File: config.mk
export PLATFORM = sky130hd
export DESIGN_NAME = mult_control
export DESIGN_NICKNAME = d
export VERILOG_FILES = /design/src/rtl/mult_pkg.sv /design/src/rtl/mult_bit_cnt.sv /design/src/rtl/mult_control.sv
export SDC_FILE = /design/constraint.sdc
export NUM_CORES = 1
export LEC_CHECK = 0
export ABC_AREA = 1
export ABC_CLOCK_PERIOD_IN_PS = 1300
export CAP_MARGIN = 0
export CORE_AREA = 2 2 39 41
export DETAILED_ROUTE_END_ITERATION = 7
export DIE_AREA = 0 0 41 43
export GPL_TIMING_DRIVEN = 0
export SLEW_MARGIN = 10
export SYNTH_ARGS = -nofsm -noshare
export SYNTH_HDL_FRONTEND = slang
export SYNTH_SLANG_ARGS = --single-unit
File: constraint.sdc
create_clock -name Clk -period 1.3 [get_ports Clk]
set_input_delay 0.26 -clock Clk [delete_from_list [all_inputs] [get_ports Clk]]
set_output_delay 0.26 -clock Clk [all_outputs]
set_load 0.05 [all_outputs]
File: src/rtl/mult_pkg.sv
// Shared types and defaults for the shift-add multiplier sequencer.
package mult_pkg;

    localparam int MULT_WIDTH_DEFAULT = 8;

    // Sequencer states; encodings 5..7 are unused and recover to IDLE.
    typedef enum logic [2:0] {
        IDLE  = 3'd0,
        CLR   = 3'd1,
        ADD   = 3'd2,
        SHIFT = 3'd3,
        HOLD  = 3'd4
    } mult_state_e;

endpackage

File: src/rtl/mult_bit_cnt.sv
// Iteration counter for the multiplier sequencer: synchronous clear,
// increment, and a terminal flag raised on the final iteration (WIDTH-1).
module mult_bit_cnt #(
    parameter int WIDTH = 8
) (
    input  logic clk,
    input  logic rst_n,
    input  logic clr,
    input  logic inc,
    output logic last
);

    localparam int CW = (WIDTH > 1) ? $clog2(WIDTH) : 1;

    logic [CW-1:0] cnt_reg;

    // Counter register; clear takes priority over increment.
    always_ff @(posedge clk or negedge rst_n) begin
        if (!rst_n) begin
            cnt_reg <= '0;
        end else if (clr) begin
            cnt_reg <= '0;
        end else if (inc) begin
            cnt_reg <= cnt_reg + CW'(1);
        end
    end

    assign last = (cnt_reg == CW'(WIDTH - 1));

endmodule

File: src/rtl/mult_control.sv
// Sequencer for the signed shift-add multiplier datapath (A/B register pair
// plus adder). Loads B / clears A on request, runs WIDTH add/shift
// iterations with the last one subtracting, and holds Done until Run drops.
//
// Optional build macro MULT_CTRL_SKIP_ZERO_EN: zero multiplier bits cost a
// single shift cycle instead of an ADD+SHIFT pair. Since the post-shift
// multiplier bit is only visible the cycle after a shift, that decision is
// taken on entry to ADD: with M=0 the ADD cycle performs the shift itself
// (no Ld_A/Add/Sub) and advances the count, so the zero bit never spends a
// cycle adding. Latency then becomes 1 + WIDTH + popcount(B).
module mult_control
    import mult_pkg::*;
#(
    parameter int WIDTH = MULT_WIDTH_DEFAULT
) (
    input  logic Clk,
    input  logic Reset_n,
    input  logic Run,
    input  logic ClearA_LoadB,
    input  logic M,
    output logic Ld_A,
    output logic Ld_B,
    output logic Shift_En,
    output logic ResetA,
    output logic Add,
    output logic Sub,
    output logic Busy,
    output logic Done
);

    mult_state_e state_reg;
    mult_state_e state_next;

    logic cnt_clr;
    logic cnt_inc;
    logic cnt_last;

    logic ld_a_next;
    logic ld_b_next;
    logic shift_en_next;
    logic reset_a_next;
    logic add_next;
    logic sub_next;
    logic busy_next;
    logic done_next;

    mult_bit_cnt #(
        .WIDTH (WIDTH)
    ) u_bit_cnt (
        .clk   (Clk),
        .rst_n (Reset_n),
        .clr   (cnt_clr),
        .inc   (cnt_inc),
        .last  (cnt_last)
    );

    // State register; reset aborts any operation in progress.
    always_ff @(posedge Clk or negedge Reset_n) begin
        if (!Reset_n) begin
            state_reg <= IDLE;
        end else begin
            state_reg <= state_next;
        end
    end

    // Next-state and output decode (IDLE outputs are Mealy on ClearA_LoadB).
    always_comb begin
        state_next    = state_reg;
        cnt_clr       = 1'b0;
        cnt_inc       = 1'b0;
        ld_a_next     = 1'b0;
        ld_b_next     = 1'b0;
        shift_en_next = 1'b0;
        reset_a_next  = 1'b0;
        add_next      = 1'b0;
        sub_next      = 1'b0;
        busy_next     = 1'b0;
        done_next     = 1'b0;

        case (state_reg)
            IDLE: begin
                if (Run) begin
                    state_next = CLR;
                end else if (ClearA_LoadB) begin
                    ld_b_next    = 1'b1;
                    reset_a_next = 1'b1;
                end
            end

            CLR: begin
                busy_next    = 1'b1;
                reset_a_next = 1'b1;
                cnt_clr      = 1'b1;
                state_next   = ADD;
            end

            ADD: begin
                busy_next = 1'b1;
`ifdef MULT_CTRL_SKIP_ZERO_EN
                if (!M) begin
                    // Zero bit: shift straight away, no add.
                    shift_en_next = 1'b1;
                    if (cnt_last) begin
                        state_next = HOLD;
                    end else begin
                        cnt_inc    = 1'b1;
                        state_next = ADD;
                    end
                end else begin
                    ld_a_next  = 1'b1;
                    add_next   = !cnt_last;
                    sub_next   = cnt_last;
                    state_next = SHIFT;
                end
`else
                ld_a_next  = M;
                add_next   = M & !cnt_last;
                sub_next   = M & cnt_last;
                state_next = SHIFT;
`endif
            end

            SHIFT: begin
                busy_next     = 1'b1;
                shift_en_next = 1'b1;
                if (cnt_last) begin
                    state_next = HOLD;
                end else begin
                    cnt_inc    = 1'b1;
                    state_next = ADD;
                end
            end

            HOLD: begin
                done_next = 1'b1;
                if (!Run) begin
                    state_next = IDLE;
                end
            end

            default: begin
                state_next = IDLE;
            end
        endcase
    end

    // Outputs are forced low for as long as reset is asserted, including the
    // Mealy IDLE outputs that would otherwise follow ClearA_LoadB.
    assign Ld_A     = Reset_n & ld_a_next;
    assign Ld_B     = Reset_n & ld_b_next;
    assign Shift_En = Reset_n & shift_en_next;
    assign ResetA   = Reset_n & reset_a_next;
    assign Add      = Reset_n & add_next;
    assign Sub      = Reset_n & sub_next;
    assign Busy     = Reset_n & busy_next;
    assign Done     = Reset_n & done_next;

endmodule

==> metrics.txt <==
# TYPE chip_impl_metric gauge
chip_impl_metric{name="grt_pass1_wl",unit="um"} 1740
chip_impl_metric{name="timing.critical_path.fanout_max",unit=""} 5
chip_impl_metric{name="cts-buffers-inserted",unit=""} 3
chip_impl_metric{name="cts_buffer_depth",unit=""} 2
chip_impl_metric{name="detail_route.iter0.violations",unit=""} 3
chip_impl_metric{name="floorplan.core_area",unit="um2"} 1380
chip_impl_metric{name="flop_pwr_share",unit=""} 0.252
chip_impl_metric{name="fin_skew",unit="ns"} 0.0104
chip_impl_metric{name="synth_sequential_area_ratio",unit=""} 0.392
chip_impl_info{name="synth_top_family_by_area",value="simple AND/OR/NAND/NOR gates"} 1
chip_impl_metric{name="crit_path_max_incr_delay",unit="ns"} 0.44
chip_impl_metric{name="vias",unit=""} 414
chip_impl_metric{name="leakagePower",unit="nW"} 0.368
chip_impl_metric{name="routed_wire_length_per_instance",unit="um"} 11.8
chip_impl_metric{name="yosysWarningCount",unit=""} 0
chip_impl_metric{name="cp_data_arrival_time",unit="ns"} 1.35
chip_impl_metric{name="io_pins",unit=""} 13
chip_impl_metric{name="layout_worst_path_cycle_share",unit=""} 1.24
chip_impl_metric{name="max_slew.worst_pin.slew",unit="ns"} 0.286
chip_impl_metric{name="start_util",unit=""} 0.277
chip_impl_metric{name="detail_route.drc_violations",unit=""} 0
chip_impl_metric{name="vias_in_the_first_global_route",unit=""} 402
chip_impl_metric{name="slew_headroom",unit=""} 0.809
chip_impl_metric{name="post_route_cells_drive_above_1_share",unit=""} 0.658
chip_impl_metric{name="path_clk_slew",unit="ns"} 0.05
chip_impl_info{name="setup.worst_path.class",value="reg -> out"} 1
chip_impl_metric{name="area_delta_synth_final",unit="%"} 108
chip_impl_metric{name="internal-power",unit="uW"} 782
chip_impl_metric{name="crit_required",unit="ns"} 1.04
chip_impl_metric{name="synth_cell_type_count",unit=""} 14
chip_impl_metric{name="globalplace.congestion",unit=""} 0.655
chip_impl_metric{name="syn_area",unit="um2"} 383
chip_impl_info{name="mostFrequentLayoutCell",value="sky130_fd_sc_hd__nand2_1"} 1
chip_impl_info{name="post_synth_main_area_contributors",value="sky130_fd_sc_hd__dfrtp_1, sky130_fd_sc_hd__nand2_1, sky130_fd_sc_hd__ha_1"} 1
chip_impl_metric{name="hold_ws",unit="ns"} 0.424
chip_impl_metric{name="antenna_cells",unit=""} 0
chip_impl_info{name="rsz0062_at_grt",value="yes"} 1
chip_impl_metric{name="min_period",unit="ns"} 1.61
chip_impl_metric{name="power.net_switching",unit="uW"} 643
chip_impl_info{name="most-common-layout-cells",value="sky130_fd_sc_hd__nand2_1, sky130_fd_sc_hd__nor2_4, sky130_fd_sc_hd__buf_4"} 1
chip_impl_metric{name="pwr_density_cell",unit="nW/um2"} 1790
chip_impl_metric{name="switching_share",unit=""} 0.451
chip_impl_metric{name="drtPass1Iterations",unit=""} 3
chip_impl_info{name="setup.worst_path.end_class",value="output pin"} 1
chip_impl_metric{name="htree_levels",unit=""} 1
chip_impl_metric{name="die_area",unit="um2"} 1760
chip_impl_metric{name="nNetsFinal",unit=""} 86
chip_impl_metric{name="io_buffer_count",unit=""} 12
chip_impl_metric{name="die_height",unit="um"} 43
chip_impl_info{name="worstHoldPathType",value="in -> reg"} 1
chip_impl_info{name="worst_setup_path_start_kind",value="register"} 1
chip_impl_metric{name="dp_hpwl",unit="um"} 631
chip_impl_metric{name="synth_top_area_frac",unit=""} 0.392
chip_impl_metric{name="ir_drop",unit="uV"} 724
chip_impl_metric{name="dp.cells",unit=""} 77
chip_impl_metric{name="synth.ff_latch_count",unit=""} 6
chip_impl_metric{name="clock_sinks",unit=""} 6
chip_impl_metric{name="placedInstanceArea",unit="um2"} 571
chip_impl_info{name="worst_path_max_delay_cell",value="sky130_fd_sc_hd__dfrtp_2"} 1
chip_impl_metric{name="synth.mux.area_fraction",unit=""} 0
chip_impl_metric{name="report.final.slew_viol_count",unit=""} 0
chip_impl_metric{name="synth.net_count",unit=""} 57
chip_impl_metric{name="final_area",unit="um2"} 796
chip_impl_info{name="violations",value="negative setup slack"} 1
chip_impl_metric{name="setup_violations_final",unit=""} 8
chip_impl_metric{name="compound_cell_area_share_of_the_yosys_netlist",unit=""} 0.0327
chip_impl_metric{name="timing.max_cap.violations",unit=""} 0
chip_impl_metric{name="achievable-frequency",unit="MHz"} 620
chip_impl_metric{name="grt_antenna_before_repair",unit=""} 0
chip_impl_metric{name="gr_overflow_total",unit=""} 0
chip_impl_metric{name="power.share.combinational",unit=""} 0.620
chip_impl_info{name="clk_root_buffer_cell",value="sky130_fd_sc_hd__clkbuf_4"} 1
chip_impl_metric{name="detail_route.vias_per_cell",unit=""} 4.50
chip_impl_metric{name="floorplan.rows",unit=""} 14
chip_impl_metric{name="yosys.area_share.simple",unit=""} 0.399
chip_impl_metric{name="routed_wirelength",unit="um"} 1080
chip_impl_metric{name="report.final.hold_viol_count",unit=""} 0
chip_impl_metric{name="drt.antenna.violating_nets",unit=""} 0
chip_impl_info{name="synthDominantAreaCellType",value="sky130_fd_sc_hd__dfrtp_1"} 1
chip_impl_info{name="outcome",value="complete, but fails checks"} 1
chip_impl_info{name="critical-path-top-cell-by-count",value="sky130_fd_sc_hd__nor2_4"} 1
chip_impl_metric{name="crit_buf_inv",unit=""} 2
chip_impl_info{name="cts_tree",value="done"} 1
chip_impl_metric{name="grt_util_all_layers",unit=""} 0.148
chip_impl_metric{name="syn_area_per_cell",unit="um2"} 7.81
chip_impl_info{name="critical_path.cell_chain",value="nor2_4 > nand4_1 > buf_6 > nor2_4 > buf_8"} 1
chip_impl_metric{name="synthCells",unit=""} 49
chip_impl_metric{name="yosys.area_share.adder",unit=""} 0.0980
chip_impl_metric{name="post_synth_xor_area_fraction",unit=""} 0
chip_impl_metric{name="dieWidth",unit="um"} 41
chip_impl_metric{name="largest_net_degree_at_the_start_of_global_routing",unit=""} 7
chip_impl_info{name="crit_family",value="flip-flops"} 1
chip_impl_metric{name="fin_cells",unit=""} 92
chip_impl_metric{name="final.setup.worst_slack",unit="ns"} -0.313
chip_impl_metric{name="clock_latency_on_the_worst_skew_pair",unit="ns"} 0.25
chip_impl_metric{name="clock_power_share",unit=""} 0.128
chip_impl_metric{name="regToRegSetupSlack",unit="ns"} 0.12
metal layers:
metal | vias to the layer above | GRT usage | share of wire | wire [um]
met5 | - | 0 | 0 | 0
li1 | 213 | - | - | -
met2 | 8 | 0.209 | 0.55 | 598
met3 | 0 | 0.0314 | 0.037 | 40
met1 | 193 | 0.203 | 0.41 | 441
met4 | 0 | 0.0800 | 0 | 0
power by group through the flow:
stage	Clock, mW	Combinational [mW]	Sequential, mW
final	0.183	0.883	0.359
after global routing	0.205	0.959	0.368
after CTS	0.194	0.726	0.356
after detailed placement	0	0.547	0.347
after global placement	0	0.539	0.344
after floorplan	0	0.413	0.329
path summary, 6_finish.rpt:
kind	start	end	cells past startpoint
setup / recovery	state_reg[2]	Add	5
hold / removal	Run	state_reg[0]	2
setup reg to reg	u_bit_cnt.cnt_reg[0]	u_bit_cnt.cnt_reg[0]	6
hold reg to reg	u_bit_cnt.cnt_reg[1]	u_bit_cnt.cnt_reg[1]	2
max in group asynchronous	Reset_n	state_reg[1]	2
min in group asynchronous	Reset_n	u_bit_cnt.cnt_reg[2]	2
synthesized netlist by cell type:
master                      n
sky130_fd_sc_hd__buf_6      1
sky130_fd_sc_hd__dfrtp_1    6
sky130_fd_sc_hd__ha_1       3
sky130_fd_sc_hd__inv_1      5
sky130_fd_sc_hd__nand2_1   12
sky130_fd_sc_hd__nand2_2    1
sky130_fd_sc_hd__nand3_1    5
sky130_fd_sc_hd__nand3b_1   1
sky130_fd_sc_hd__nand4_1    1
sky130_fd_sc_hd__nor2_1     8
sky130_fd_sc_hd__nor2_4     2
sky130_fd_sc_hd__nor3_1     2
sky130_fd_sc_hd__o21a_1     1
sky130_fd_sc_hd__o21ai_0    1
worst register-to-register path: stages (launching register included):
cell,delay [ns]
sky130_fd_sc_hd__dfrtp_1,0.39
sky130_fd_sc_hd__ha_2,0.20
sky130_fd_sc_hd__ha_2,0.18
sky130_fd_sc_hd__nand2_1,0.07
sky130_fd_sc_hd__nand3_2,0.10
sky130_fd_sc_hd__nand2_1,0.08
sky130_fd_sc_hd__nand2_1,0.05
logic make-up (layout without fill, tap and decap cells):
kind of cell	Yosys count	after routing
AND/OR/NAND/NOR	32	32
adder cells (fa/ha/maj)	3	3
buffers and inverters	6	33
AO/OA/AOI/OAI	2	2
flip-flops	6	6
timing repair:
item                                    in CTS  in global routing
cloned                                       0                  0
gates resized for setup                     82                 13
hold endpoints to repair                     6                  0
hold buffers                                 1                  0
endpoints found under the setup margin       8                 11
pin swaps                                    6                 10
buffers inserted                             9                  4
stage by stage:
| step | utilization | TNS [ns] | setup slack [ns] | total power [mW] |
|---|---|---|---|---|
| after global routing | 0.575 | -2.35 | -0.398 | 1.53 |
| after detailed placement | 0.412 | -9.55 | -1.27 | 0.893 |
| after CTS | 0.530 | -1.89 | -0.314 | 1.28 |
| after global placement | 0.412 | -9.43 | -1.25 | 0.883 |
| final | 0.575 | -1.86 | -0.313 | 1.43 |
| after floorplan | - | -0.636 | -0.132 | 0.742 |
final cells by class:
cell class | count | area (um2)
Tap cell | 16 | 20.0
Clock buffer | 3 | 22.5
Timing Repair Buffer | 25 | 255
Sequential cell | 6 | 154
Inverter | 5 | 22.5
Multi-Input combinational cell | 37 | 322
Fill cell | 123 | 588
Power figures use the tool's default switching activity.
